### src/rtl/oc8051_int_seq_pkg.sv
// oc8051_int_seq_pkg
//   Shared definitions for the interrupt acceptance sequencer:
//   - is_state_e : sequencer state encoding (IDLE, push, vector, pop, return)
//   - VEC_HI_DEF : default upper byte of the vector address
// Configuration macro used by the sequencer: OC8051_INT_WAIT_EN
//   (when defined, one instruction must execute after RETI before a
//   pending interrupt can be vectored).
package oc8051_int_seq_pkg;

  typedef enum logic [2:0] {
    IS_IDLE   = 3'd0,
    IS_PUSH_L = 3'd1,
    IS_PUSH_H = 3'd2,
    IS_VEC    = 3'd3,
    IS_POP_H  = 3'd4,
    IS_POP_L  = 3'd5,
    IS_RET    = 3'd6
  } is_state_e;

  localparam logic [7:0] VEC_HI_DEF = 8'h00;

endpackage

### src/rtl/oc8051_int_seq.sv
// oc8051_int_seq
//   CPU-side interrupt acceptance sequencer. Latches the one-cycle request
//   from the interrupt controller, waits for an instruction boundary, pushes
//   the PC onto the internal-RAM stack (low byte first), loads the vector and
//   acknowledges. On a decoded RETI it pops the PC, restores SP and signals
//   the return back to the controller.
//
// Configuration: define OC8051_INT_WAIT_EN to block a pending interrupt
//   until one instruction boundary has passed after a RETI.
//
// Ports:
//   clk, rst          clock, asynchronous active-low reset
//   int_req, int_vec  request pulse and vector low byte from the controller
//   istb, reti_dec    instruction boundary and RETI decode (sampled in IDLE)
//   pc, sp            current PC / SP from the core
//   data_in           RAM read data, valid the cycle after rd
//   busy              core stall, high in every non-IDLE state
//   wr/wr_addr/data_out, rd/rd_addr   internal RAM ports
//   pc_ld/pc_out, sp_ld/sp_out        PC / SP load strobes and values
//   ack, reti         one-cycle handshakes to the controller
//
// Note: the request input is named int_req because "int" is a reserved word.
module oc8051_int_seq
  import oc8051_int_seq_pkg::*;
#(
  parameter logic [7:0] VEC_HI = VEC_HI_DEF
) (
  input  logic        clk,
  input  logic        rst,
  input  logic        int_req,
  input  logic [7:0]  int_vec,
  input  logic        istb,
  input  logic        reti_dec,
  input  logic [15:0] pc,
  input  logic [7:0]  sp,
  input  logic [7:0]  data_in,
  output logic        busy,
  output logic        wr,
  output logic [7:0]  wr_addr,
  output logic [7:0]  data_out,
  output logic        rd,
  output logic [7:0]  rd_addr,
  output logic        pc_ld,
  output logic [15:0] pc_out,
  output logic        sp_ld,
  output logic [7:0]  sp_out,
  output logic        ack,
  output logic        reti
);

  is_state_e  state;
  logic       pend;      // request waiting for acceptance
  logic [7:0] vec_q;     // most recent requested vector
  logic [7:0] act_vec;   // vector of the sequence in flight
  logic       late;      // request arrived during PUSH_L, keep it pending
  logic [7:0] pch;       // popped PC high byte
  logic       blk;       // post-RETI blocker
  logic       pend_any;
  logic       take_int;
  logic       start;

  // A request in the same cycle as istb is already visible.
  assign pend_any = pend | int_req;
  assign take_int = istb & ~reti_dec & pend_any & ~blk;
  assign start    = istb & (reti_dec | (pend_any & ~blk));

  always_ff @(posedge clk or negedge rst) begin
    if (!rst) begin
      state   <= IS_IDLE;
      pend    <= 1'b0;
      vec_q   <= 8'h00;
      act_vec <= 8'h00;
      late    <= 1'b0;
      pch     <= 8'h00;
    end else begin
      // Newest request always wins the stored vector (pre-emption).
      if (int_req) begin
        pend  <= 1'b1;
        vec_q <= int_vec;
      end
      case (state)
        IS_IDLE: begin
          if (istb && reti_dec) begin
            state <= IS_POP_H;
          end else if (take_int) begin
            state   <= IS_PUSH_L;
            // Freeze the vector now so later requests cannot alter this ack.
            act_vec <= int_req ? int_vec : vec_q;
            late    <= 1'b0;
          end
        end
        IS_PUSH_L: begin
          state <= IS_PUSH_H;
          if (int_req) late <= 1'b1;
        end
        IS_PUSH_H: begin
          state <= IS_VEC;
          // Clear on VEC entry unless a newer request arrived mid-push.
          if (!int_req) pend <= late;
        end
        IS_VEC:   state <= IS_IDLE;
        IS_POP_H: state <= IS_POP_L;
        IS_POP_L: begin
          pch   <= data_in;
          state <= IS_RET;
        end
        IS_RET:   state <= IS_IDLE;
        default:  state <= IS_IDLE;
      endcase
    end
  end

`ifdef OC8051_INT_WAIT_EN
  // Set when leaving RET; cleared by the next boundary that starts nothing.
  always_ff @(posedge clk or negedge rst) begin
    if (!rst) begin
      blk <= 1'b0;
    end else if (state == IS_RET) begin
      blk <= 1'b1;
    end else if (state == IS_IDLE && istb && !start) begin
      blk <= 1'b0;
    end
  end
`else
  assign blk = 1'b0;
`endif

  // Moore decode. RAM reads are synchronous, so in RET data_in carries the
  // low byte read during POP_L while pch holds the high byte from POP_H.
  always_comb begin
    busy     = (state != IS_IDLE);
    wr       = 1'b0;
    wr_addr  = 8'h00;
    data_out = 8'h00;
    rd       = 1'b0;
    rd_addr  = 8'h00;
    pc_ld    = 1'b0;
    pc_out   = 16'h0000;
    sp_ld    = 1'b0;
    sp_out   = 8'h00;
    ack      = 1'b0;
    reti     = 1'b0;
    case (state)
      IS_PUSH_L: begin
        wr       = 1'b1;
        wr_addr  = sp + 8'd1;
        data_out = pc[7:0];
      end
      IS_PUSH_H: begin
        wr       = 1'b1;
        wr_addr  = sp + 8'd2;
        data_out = pc[15:8];
        sp_ld    = 1'b1;
        sp_out   = sp + 8'd2;
      end
      IS_VEC: begin
        pc_ld  = 1'b1;
        pc_out = {VEC_HI, act_vec};
        ack    = 1'b1;
      end
      IS_POP_H: begin
        rd      = 1'b1;
        rd_addr = sp;
      end
      IS_POP_L: begin
        rd      = 1'b1;
        rd_addr = sp - 8'd1;
      end
      IS_RET: begin
        pc_ld  = 1'b1;
        pc_out = {pch, data_in};
        sp_ld  = 1'b1;
        sp_out = sp - 8'd2;
        reti   = 1'b1;
      end
      default: ;
    endcase
  end

endmodule
### config.mk
export PLATFORM = sky130hd
export DESIGN_NAME = oc8051_int_seq
export DESIGN_NICKNAME = d
export VERILOG_FILES = /design/src/rtl/oc8051_int_seq_pkg.sv /design/src/rtl/oc8051_int_seq.sv
export SDC_FILE = /design/constraint.sdc
export NUM_CORES = 1
export LEC_CHECK = 0
export CORE_ASPECT_RATIO = 0.9
export CORE_MARGIN = 2
export CORE_UTILIZATION = 35
export DETAILED_ROUTE_END_ITERATION = 8
export PLACE_DENSITY = 0.71
export SETUP_SLACK_MARGIN = 0.02
export SLEW_MARGIN = 10
export SYNTH_ARGS = -nofsm -noshare
export SYNTH_HDL_FRONTEND = slang
export SYNTH_SLANG_ARGS = --single-unit
### constraint.sdc
create_clock -name clk -period 4.1 [get_ports clk]
set_clock_uncertainty 0.05 [all_clocks]
set_input_delay 0.82 -clock clk [delete_from_list [all_inputs] [get_ports clk]]
set_output_delay 0.82 -clock clk [all_outputs]
set_load 0.02 [all_outputs]
* Yosys cells after proc, flatten, opt, wreduce, memory -nomap -nowiden *
Cells that the tools add are included.

storage, ports and cells
  bits in latches = 0
  input port bits = 45
  word-level logic and storage cells = 57
  output and inout bits = 55
  memories kept = 0
  RAM bits = 0
  bits in registers = 29
  memory bits (read-only) = 0

operators by class
  shifts and indexed selects = 0
  multiplexer cells = 22
  bitwise gates (word level) = 5
  equality and inequality tests = 10
  divide/modulo/power cells = 0
  order comparisons = 0
  reduce and logical (&&, ||, !) cells = 10
  $mul = 0
  add/subtract/negate cells = 4

operators with widths
  operator               number
  $pmux W8 S2            4
  $pmux W16 S2           1
  $pmux W3 S5            1
  $mux W1                12
  $eq A3 B3 Y1 const B   3
  $add A8 B1 Y8 const B  1
  $add A8 B2 Y8 const B  1
  $mux W8                1
  $reduce_or A2 Y1       4
  $sub A8 B1 Y8 const B  1
  $sub A8 B2 Y8 const B  1
  $eq A3 B2 Y1 const B   2
  $mux W3                2
  $ne A2 B2 Y1 const B   3
  $reduce_and A4 Y1      1
  $eq A3 B1 Y1 const B   1
  $logic_not A3 Y1       1
  $ne A3 B3 Y1 const B   1
  $reduce_and A3 Y1      1
  $reduce_bool A3 Y1     1
  $and A1 B1 Y1          2
  $not A1 Y1             2
  $pmux W1 S2            1
  $reduce_bool A2 Y1     1
  other kinds (2)        2

* Depth between registers and ports, before layout *
Gate-level depths: netlist of run 1.

  depth after elaboration = 6
  depth in mapped cells = 7
  mapped depth without buffers = 6

* Worst setup path after synthesis of run 1 *
No wires, ideal clock.

  path kind = input port to output port
  start point = input sp[2]
  end point = output sp_out[7]
  cell stages on the path = 7
  path buffers = 1
  slack = 1.055 ns
  data arrival time = 2.175 ns
  data required time = 3.230 ns
  cells stage by stage = buf_6 -> inv_1 -> ha_1 -> nor3b_1 -> nand3_1 -> o21ai_0 -> mux2i_1

between the ends
  longest elaborated chain between the ends = 2
  elaborated cells on any way between the ends = 3
  those cells by class = 2 x add/sub; 1 x mux

ends and longest elaborated chain
  element                                                line                                          text
  start: declaration                                     oc8051_int_seq.sv:35                          input logic [7:0] sp,
  $sub A8 B2 Y8 / $add A8 B2 Y8 (equally long branches)  oc8051_int_seq.sv:173, oc8051_int_seq.sv:154
  $pmux W8 S2 *                                          oc8051_int_seq.sv:143                         case (state)
  end: declaration                                       oc8051_int_seq.sv:46                          output logic [7:0] sp_out,

Mark *: on every way between the ends. The rest lies on a longest branch, timed or not.

* Worst setup path in the final report of run 1 *
  start point = input sp[2]
  end point = output rd_addr[7]

between the ends
  longest elaborated chain between the ends = 2

ends and longest elaborated chain
  element           line                   text
  $sub A8 B1 Y8     oc8051_int_seq.sv:167  rd_addr = sp - 8'd1;
  $pmux W8 S2       oc8051_int_seq.sv:143
  end: declaration  oc8051_int_seq.sv:42   output logic [7:0] rd_addr,

Every way passes these cells.

==> results of run 1 <==
==> power by group through the flow <==
stage,Clock [uW],Sequential [uW],Combinational (uW)
2_1_floorplan,0,442,679
3_3_place_gp,0,485,1100
3_5_place_dp,0,490,1110
4_1_cts,306,484,1110
5_1_grt,316,502,1180
6_report,299,484,1100
==> state kept, by name (all words and copies together) (netlist names) <==
register,flops
pend,1
late,1
pch,8
act_vec,8
state,3
vec_q,8
==> logic make-up after synthesis <==
| kind of cell | count (synthesis) |
|---|---|
| AO/OA/AOI/OAI | 42 |
| XOR/XNOR | 13 |
| adder cells (fa/ha/maj) | 5 |
| buffers and inverters | 25 |
| flip-flops | 29 |
| multiplexers | 27 |
| AND/OR/NAND/NOR | 67 |
==> worst max-delay path by stage <==
| stage | start | end | slack, ns | depth (start not counted) |
|---|---|---|---|---|
| 2_1_floorplan | sp[2] | sp_out[7] | 1.05 | 7 |
| 3_3_place_gp | sp[2] | sp_out[7] | 0.16 | 8 |
| 3_5_place_dp | sp[2] | sp_out[7] | 0.13 | 8 |
| 4_1_cts | sp[2] | sp_out[7] | 0.10 | 8 |
| 5_1_grt | sp[2] | sp_out[7] | -0.007 | 8 |
| 6_report | sp[2] | rd_addr[7] | 0.22 | 8 |
==> cell usage after synthesis, types with 3 or more instances <==
cell	n	share of area (%)
a21oi_1	5	1.2
a22o_1	16	7.0
and3_1	9	2.8
buf_2	9	2.2
clkbuf_1	6	1.1
dfrtp_1	29	36
ha_1	5	3.1
inv_1	8	1.5
mux2_2	24	13
mux2i_1	3	1.5
nand2_1	10	1.9
nand2b_1	3	0.93
nand3_1	6	1.5
nor2_1	20	3.7
o21ai_0	6	1.5
xnor2_1	8	3.5
xor2_1	5	2.2
==> layout make-up <==
class                      instances  area [um^2]
fill                             525         2440
multi-input combinational        154         1170
timing repair buffer             108         1060
sequential                        29          726
tap                               70         87.6
clock buffer                       7         86.3
clock inverter                     1         30.0
inverter                           8         30.0
==> routing by layer <==
metal | vias to the layer above | part of all wire, % | routed length (um)
met4 | 0 | 0.65 | 36
met1 | 906 | 45 | 2460
li1 | 935 | - | -
met3 | 4 | 6.1 | 337
met2 | 66 | 49 | 2690
met5 | - | 0 | 0
==> layout by cell type, fill, tap and decap left out, types with 2 or more instances in the layout <==
cell / synthesis / layout
ha_1: 5 / 5
and2_1: 2 / 2
a311oi_1: 2 / 2
nand2_1: 10 / 10
a22o_1: 16 / 16
o21ai_1: 2 / 2
nand2b_1: 3 / 3
o21ai_0: 6 / 6
clkbuf_8: 0 / 6
nor2_1: 20 / 20
o32ai_2: 2 / 2
clkdlybuf4s50_1: 0 / 99
mux2i_1: 3 / 3
nor2b_1: 2 / 2
a21oi_1: 5 / 5
or2_2: 2 / 2
buf_4: 0 / 9
inv_1: 8 / 8
xor2_1: 5 / 5
mux2_2: 24 / 24
xnor2_1: 8 / 8
a211oi_1: 2 / 2
nor3b_2: 1 / 2
nand3_1: 6 / 6
and3_1: 9 / 9
a31oi_1: 2 / 2
dfrtp_1: 29 / 29
==> stage by stage <==
step,setup WS [ns],power (uW),instances,hold slack (ns)
6_report,0.221,1890,377,0.443
5_1_grt,-0.00715,2000,377,0.461
4_1_cts,0.104,1910,377,0.448
3_5_place_dp,0.132,1600,369,0.433
3_3_place_gp,0.157,1590,369,0.427
2_1_floorplan,1.05,1120,208,0.409
==> repair_timing <==
action                                  in CTS  in global routing
endpoints found under the setup margin       0                  1
gates resized for setup                      0                  1
hold buffers                                 0                  0
==> summary.txt, run 1 <==
Critical path
  – CP max FO: 5
  – Critical-path cell list: clkdlybuf4s50_1, inv_1, ha_1, a21boi_0, nand3_1, xor2_1, nor2_1, clkdlybuf4s50_1
  – CP max-delay cell: clkdlybuf4s50_1
  – Req. time, crit path: 3.23 ns
  – Crit path top cell by count: clkdlybuf4s50_1
  – Startpoint types: input port
  – Count of buffer and inverter cells on the critical path: 3
  – CP endpoint kind: primary output
  – Max incr delay on CP: 0.61 ns
  – Reg-to-reg endpoint: act_vec[7]
  – R2r startpoint: state[2]
  – Kind of critical path: in2out
  – Crit path DAT: 3.01 ns
  – Reg2reg setup slack: 2.01 ns
  – R2R cell count: 4
  – Family with the most delay on the worst path: buffers and inverters

Synth
  – Syn Std Cell Area: 2010 um^2
  – Adder-Cell Fraction of Synth Area: 3.11%
  – Main combinational cell family by area after synthesis: simple AND/OR/NAND/NOR gates
  – Cell variety after synth: 43
  – Sequential fraction of the synthesis area: 36.0%
  – Synthesized Nets: 258
  – Seq cells post-synth: 29
  – Synth Area in Compound Gates: 16.1%
  – Xor and xnor area share after synthesis: 5.65%
  – Number of synthesized flops with an enable pin: 0
  – Asr flop ratio synth: 100%
  – Gate Count Post-Synth: 208
  – Synthesized area per cell: 9.68 um^2
  – Ys flop type: dfrtp_1
  – Mux contribution to synthesized area: 14.9%
  – Simple-Gate Fraction of Synth Area: 18.3%
  – Yosys Warn Count: 0

Die
  – Initial Utilization: 35.8%
  – Site row count: 26
  – Core area: 5630 um^2
  – Die footprint: 6380 um^2
  – Die Ht: 76.0 um
  – Die X: 84.0 um
  – Ports: 100

Layout
  – Area Overhead vs Synth: 58.4%
  – Final core occ: 56.7%
  – Fraction of layout cells with a size suffix above 1: 16.6%
  – Diode count: 0
  – Post-route cell area: 3190 um^2
  – Nets@finish: 356

Min path
  – HP Start: vec_q[1]
  – Endpoint, Worst Hold: vec_q[1]
  – Min-Delay Path Class: reg2reg
  – WHS Path Cells: 1

GRT
  – First-pass GRT wire length: 8.98 mm
  – GR met2 Demand/Resource: 29.6%
  – Gr ovfl total: 0
  – Tot GR Track Use: 17.1%
  – Initial antenna violation count: 0
  – Grt met1 use: 21.9%
  – Largest net degree at the start of global routing: 30
  – Number of global-route vias before repair: 1784
  – Gr busiest metal: met2
  – M3 GR Usage: 4.23%

CTS
  – Post-CTS Setup Bufs: 0
  – Sinks on Clock Net: 29
  – CTS root buffer: clkbuf_8
  – CTS Buf Count: 5
  – Max Root-Sink Buffers: 2
  – CTS H-Tree Depth: 2
  – CTS tree: built
  – Clock latency on the worst-skew pair: 0.27 ns
  – Clk slew on worst S/H paths: 0.06 ns

Placed design
  – Routability congestion estimate: 0.793
  – Number of buffers added on ports: 99
  – Placed Area: 3070 um^2
  – Detailed placer's ending HPWL: 4.29 mm

Pwr
  – Power Dens Cells: 591 nW/um^2
  – Switch share: 39.0%
  – Pint: 1150 uW
  – Combinational share of power: 58.5%
  – Sw Pwr: 736 uW
  – Register share of total power: 25.7%
  – Leak Pwr: 0.00131 uW
  – Worst vdd ir: 0.419 mV
  – Clock network fraction of design power: 15.8%

Detailed routing
  – Post-route DRC: 0
  – Total wire length: 5.52 mm
  – Vias per cell: 5.07
  – Wire per inst: 14.6 um
  – Router iterations before antenna repair: 4
  – Routed vias: 1911
  – Initial DRC Count: 62
  – Post-route ant nets: 0

Run
  – Max_cap viols: 0

STA
  – Fin crit period: 3.88 ns
  – Final Hold Fails: 0
  – Setup tns final: 0 ns
  – Slew @ Worst Pin: 0.604 ns
  – Fin crit share: 94.6%
  – # setup viols final: 0
  – Maximum achievable frequency: 0.258 GHz
  – Slew headroom: 59.7%
  – Max-slew violations: 0

Outcome
  – Status: completed
Power figures use the tool's default switching activity.
==> inputs of run 2 (changes only) <==
--- a/config.mk
+++ b/config.mk
@@ -11,7 +11,7 @@
 export DETAILED_ROUTE_END_ITERATION = 8
 export PLACE_DENSITY = 0.71
 export SETUP_SLACK_MARGIN = 0.02
-export SLEW_MARGIN = 10
+export SLEW_MARGIN = 20
 export SYNTH_ARGS = -nofsm -noshare
 export SYNTH_HDL_FRONTEND = slang
 export SYNTH_SLANG_ARGS = --single-unit
==> results of run 2 <==
The final DEF is identical to that of run 1; final timing and power are the same.
==> inputs of run 3 (changes only) <==
--- a/config.mk
+++ b/config.mk
@@ -9,7 +9,7 @@
 export CORE_MARGIN = 2
 export CORE_UTILIZATION = 35
 export DETAILED_ROUTE_END_ITERATION = 8
-export PLACE_DENSITY = 0.71
+export PLACE_DENSITY_LB_ADDON = 0.2
 export SETUP_SLACK_MARGIN = 0.02
 export SLEW_MARGIN = 20
 export SYNTH_ARGS = -nofsm -noshare
==> summary.txt, run 3 (same netlist as run 1, synthesis figures left out) <==
Outcome
  – Status: completed

Detailed routing
  – Initial DRC Count: 77 (+24%)
  – Vias per cell: 4.94 (-2.5%)
  – Router iterations before antenna repair: 4 (unchanged)
  – Routed vias: 1868 (-2.3%)
  – Wire per inst: 14.6 um (-0.34%)
  – Post-route DRC: 0 (unchanged)
  – Post-route ant nets: 0 (unchanged)
  – Total wire length: 5.52 mm (about the same)

Die
  – Die X: 84.0 um (unchanged)
  – Ports: 100 (unchanged)
  – Core area: 5630 um^2 (unchanged)
  – Site row count: 26 (unchanged)
  – Initial Utilization: 35.8% (unchanged)
  – Die Ht: 76.0 um (unchanged)
  – Die footprint: 6380 um^2 (unchanged)

CTS
  – CTS Buf Count: 5 (unchanged)
  – CTS H-Tree Depth: 2 (unchanged)
  – Sinks on Clock Net: 29 (unchanged)
  – Max Root-Sink Buffers: 2 (unchanged)
  – Clock latency on the worst-skew pair: 0.28 ns (about the same)
  – Clk slew on worst S/H paths: 0.06 ns (about the same)
  – Post-CTS Setup Bufs: 0 (unchanged)
  – CTS tree: built
  – CTS root buffer: clkbuf_8

STA
  – Slew @ Worst Pin: 0.640 ns (+0.0358 ns)
  – Hold WS: 0.445 ns (+0.00131 ns)
  – Final Hold Fails: 0 (unchanged)
  – Fin crit period: 3.84 ns (-0.0436 ns)
  – Maximum achievable frequency: 0.261 GHz (+1.1%)
  – Fin crit share: 93.6% (-1.1 points)
  – Setup tns final: 0 ns (unchanged)
  – Slew headroom: 57.3% (-2.4 points)
  – Max-slew violations: 0 (unchanged)
  – # setup viols final: 0 (unchanged)
  – RSZ-0062 raised after global routing: no

Critical path
  – R2R cell count: 4 (unchanged)
  – Startpoint types: input port
  – Reg-to-reg endpoint: act_vec[6]
  – CP max FO: 5 (unchanged)
  – Req. time, crit path: 3.23 ns (about the same)
  – Crit path DAT: 2.97 ns (-0.04 ns)
  – Worst setup startpoint: sp[1]
  – CP endpoint kind: primary output
  – Reg2reg setup slack: 1.98 ns (-0.03 ns)
  – Kind of critical path: in2out
  – CP endpoint: sp_out[7]
  – R2r startpoint: state[2]

Pwr
  – Leak Pwr: 0.00130 uW (-0.31%)
  – Worst vdd ir: 0.347 mV (-17%)
  – Final Total Pwr: 1830 uW (-2.8%)
  – Power Dens Cells: 577 nW/um^2 (-2.4%)

GRT
  – Gr ovfl total: 0 (unchanged)
  – Number of global-route vias before repair: 1826 (+2.4%)
  – Initial antenna violation count: 0 (unchanged)
  – Tot GR Track Use: 17.6% (+0.50 points)
  – First-pass GRT wire length: 9.28 mm (+3.3%)
  – Largest net degree at the start of global routing: 30 (unchanged)

Layout
  – Layout fillers: 531 (+1.1%)
  – Most frequent cells in the layout: clkdlybuf4s50_1, dfrtp_1, mux2_2
  – Nets@finish: 358 (+0.56%)
  – Most common cell after layout, fill and taps aside: clkdlybuf4s50_1
  – Top flop regs: act_vec: 8 flops, pch: 8 flops, vec_q: 8 flops
  – Post-Layout Cell Count: 378 (+0.27%)
  – Diode count: 0 (unchanged)
  – Final core occ: 56.4% (-0.27 points)
  – Fraction of layout cells with a size suffix above 1: 16.9% (+0.27 points)
  – Area Overhead vs Synth: 57.7%

Placed design
  – Detailed placer's ending HPWL: 4.18 mm (-2.7%)
  – Number of buffers added on ports: 99 (unchanged)
  – Routability congestion estimate: 0.801 (+1.0%)
  – DP Cell Count: 371 (+0.54%)

Min path
  – Min-Delay Path Class: reg2reg

Run
  – Max_cap viols: 0 (unchanged)
[run 3: cell count changes in the layout (fill, tap and decap cells not counted)]
cell       change
buf_4          +2
bufinv_16      -1
[run 3: worst min path at each step]
| stage | from | endpoint | slack, ns | cells past startpoint |
|---|---|---|---|---|
| 3_3_place_gp | late | pend | 0.43 | 1 |
| 3_5_place_dp | vec_q[7] | vec_q[7] | 0.43 | 1 |
| 6_report | vec_q[7] | vec_q[7] | 0.44 | 1 |
| 5_1_grt | vec_q[2] | vec_q[2] | 0.45 | 1 |
| 4_1_cts | vec_q[7] | vec_q[7] | 0.45 | 1 |
| 2_1_floorplan | late | pend | 0.41 | 1 |
[run 3: final cells by class]
cell class / count / area [um^2] / area share [%]
Sequential cell: 29 / 726 / 22.8
Clock buffer: 7 / 86.3 / 2.72
Timing Repair Buffer: 110 / 1070 / 33.8
Multi-Input combinational cell: 154 / 1170 / 36.9
Inverter: 8 / 30.0 / 0.945
Tap cell: 70 / 87.6 / 2.76
[run 3: timing repair]
action | CTS | global route
setup endpoints to repair | 0 | 3
hold buffers | 0 | 0
resized for setup | 0 | 1
[run 3: where the power goes]
group	leakage, uW	switching [uW]	internal [uW]
sequential	0.000341	85.9	397
combinational	0.000918	552	567
clock	0.0000443	99.7	133
[run 3: worst max-delay path: stages]
cell	delay, ns
clkdlybuf4s50_1	0.52
ha_1	0.23
and3_2	0.25
nand3_1	0.08
o21ai_0	0.22
mux2i_1	0.21
clkdlybuf4s50_1	0.64
[run 3: layer usage]
layer	wire, um	vias up	GRT usage, %
li1	-	939	-
met1	2520	863	24.0
met2	2610	60	28.4
met3	323	6	4.01
met4	64	0	4.84
met5	0	-	0
[run 3: stage by stage]
step | area, um^2 | worst slack (ns)
2_1_floorplan | 2010 | 1.05
3_3_place_gp | 3090 | 0.182
3_5_place_dp | 3090 | 0.190
4_1_cts | 3170 | 0.170
5_1_grt | 3180 | 0.0650
6_report | 3180 | 0.264
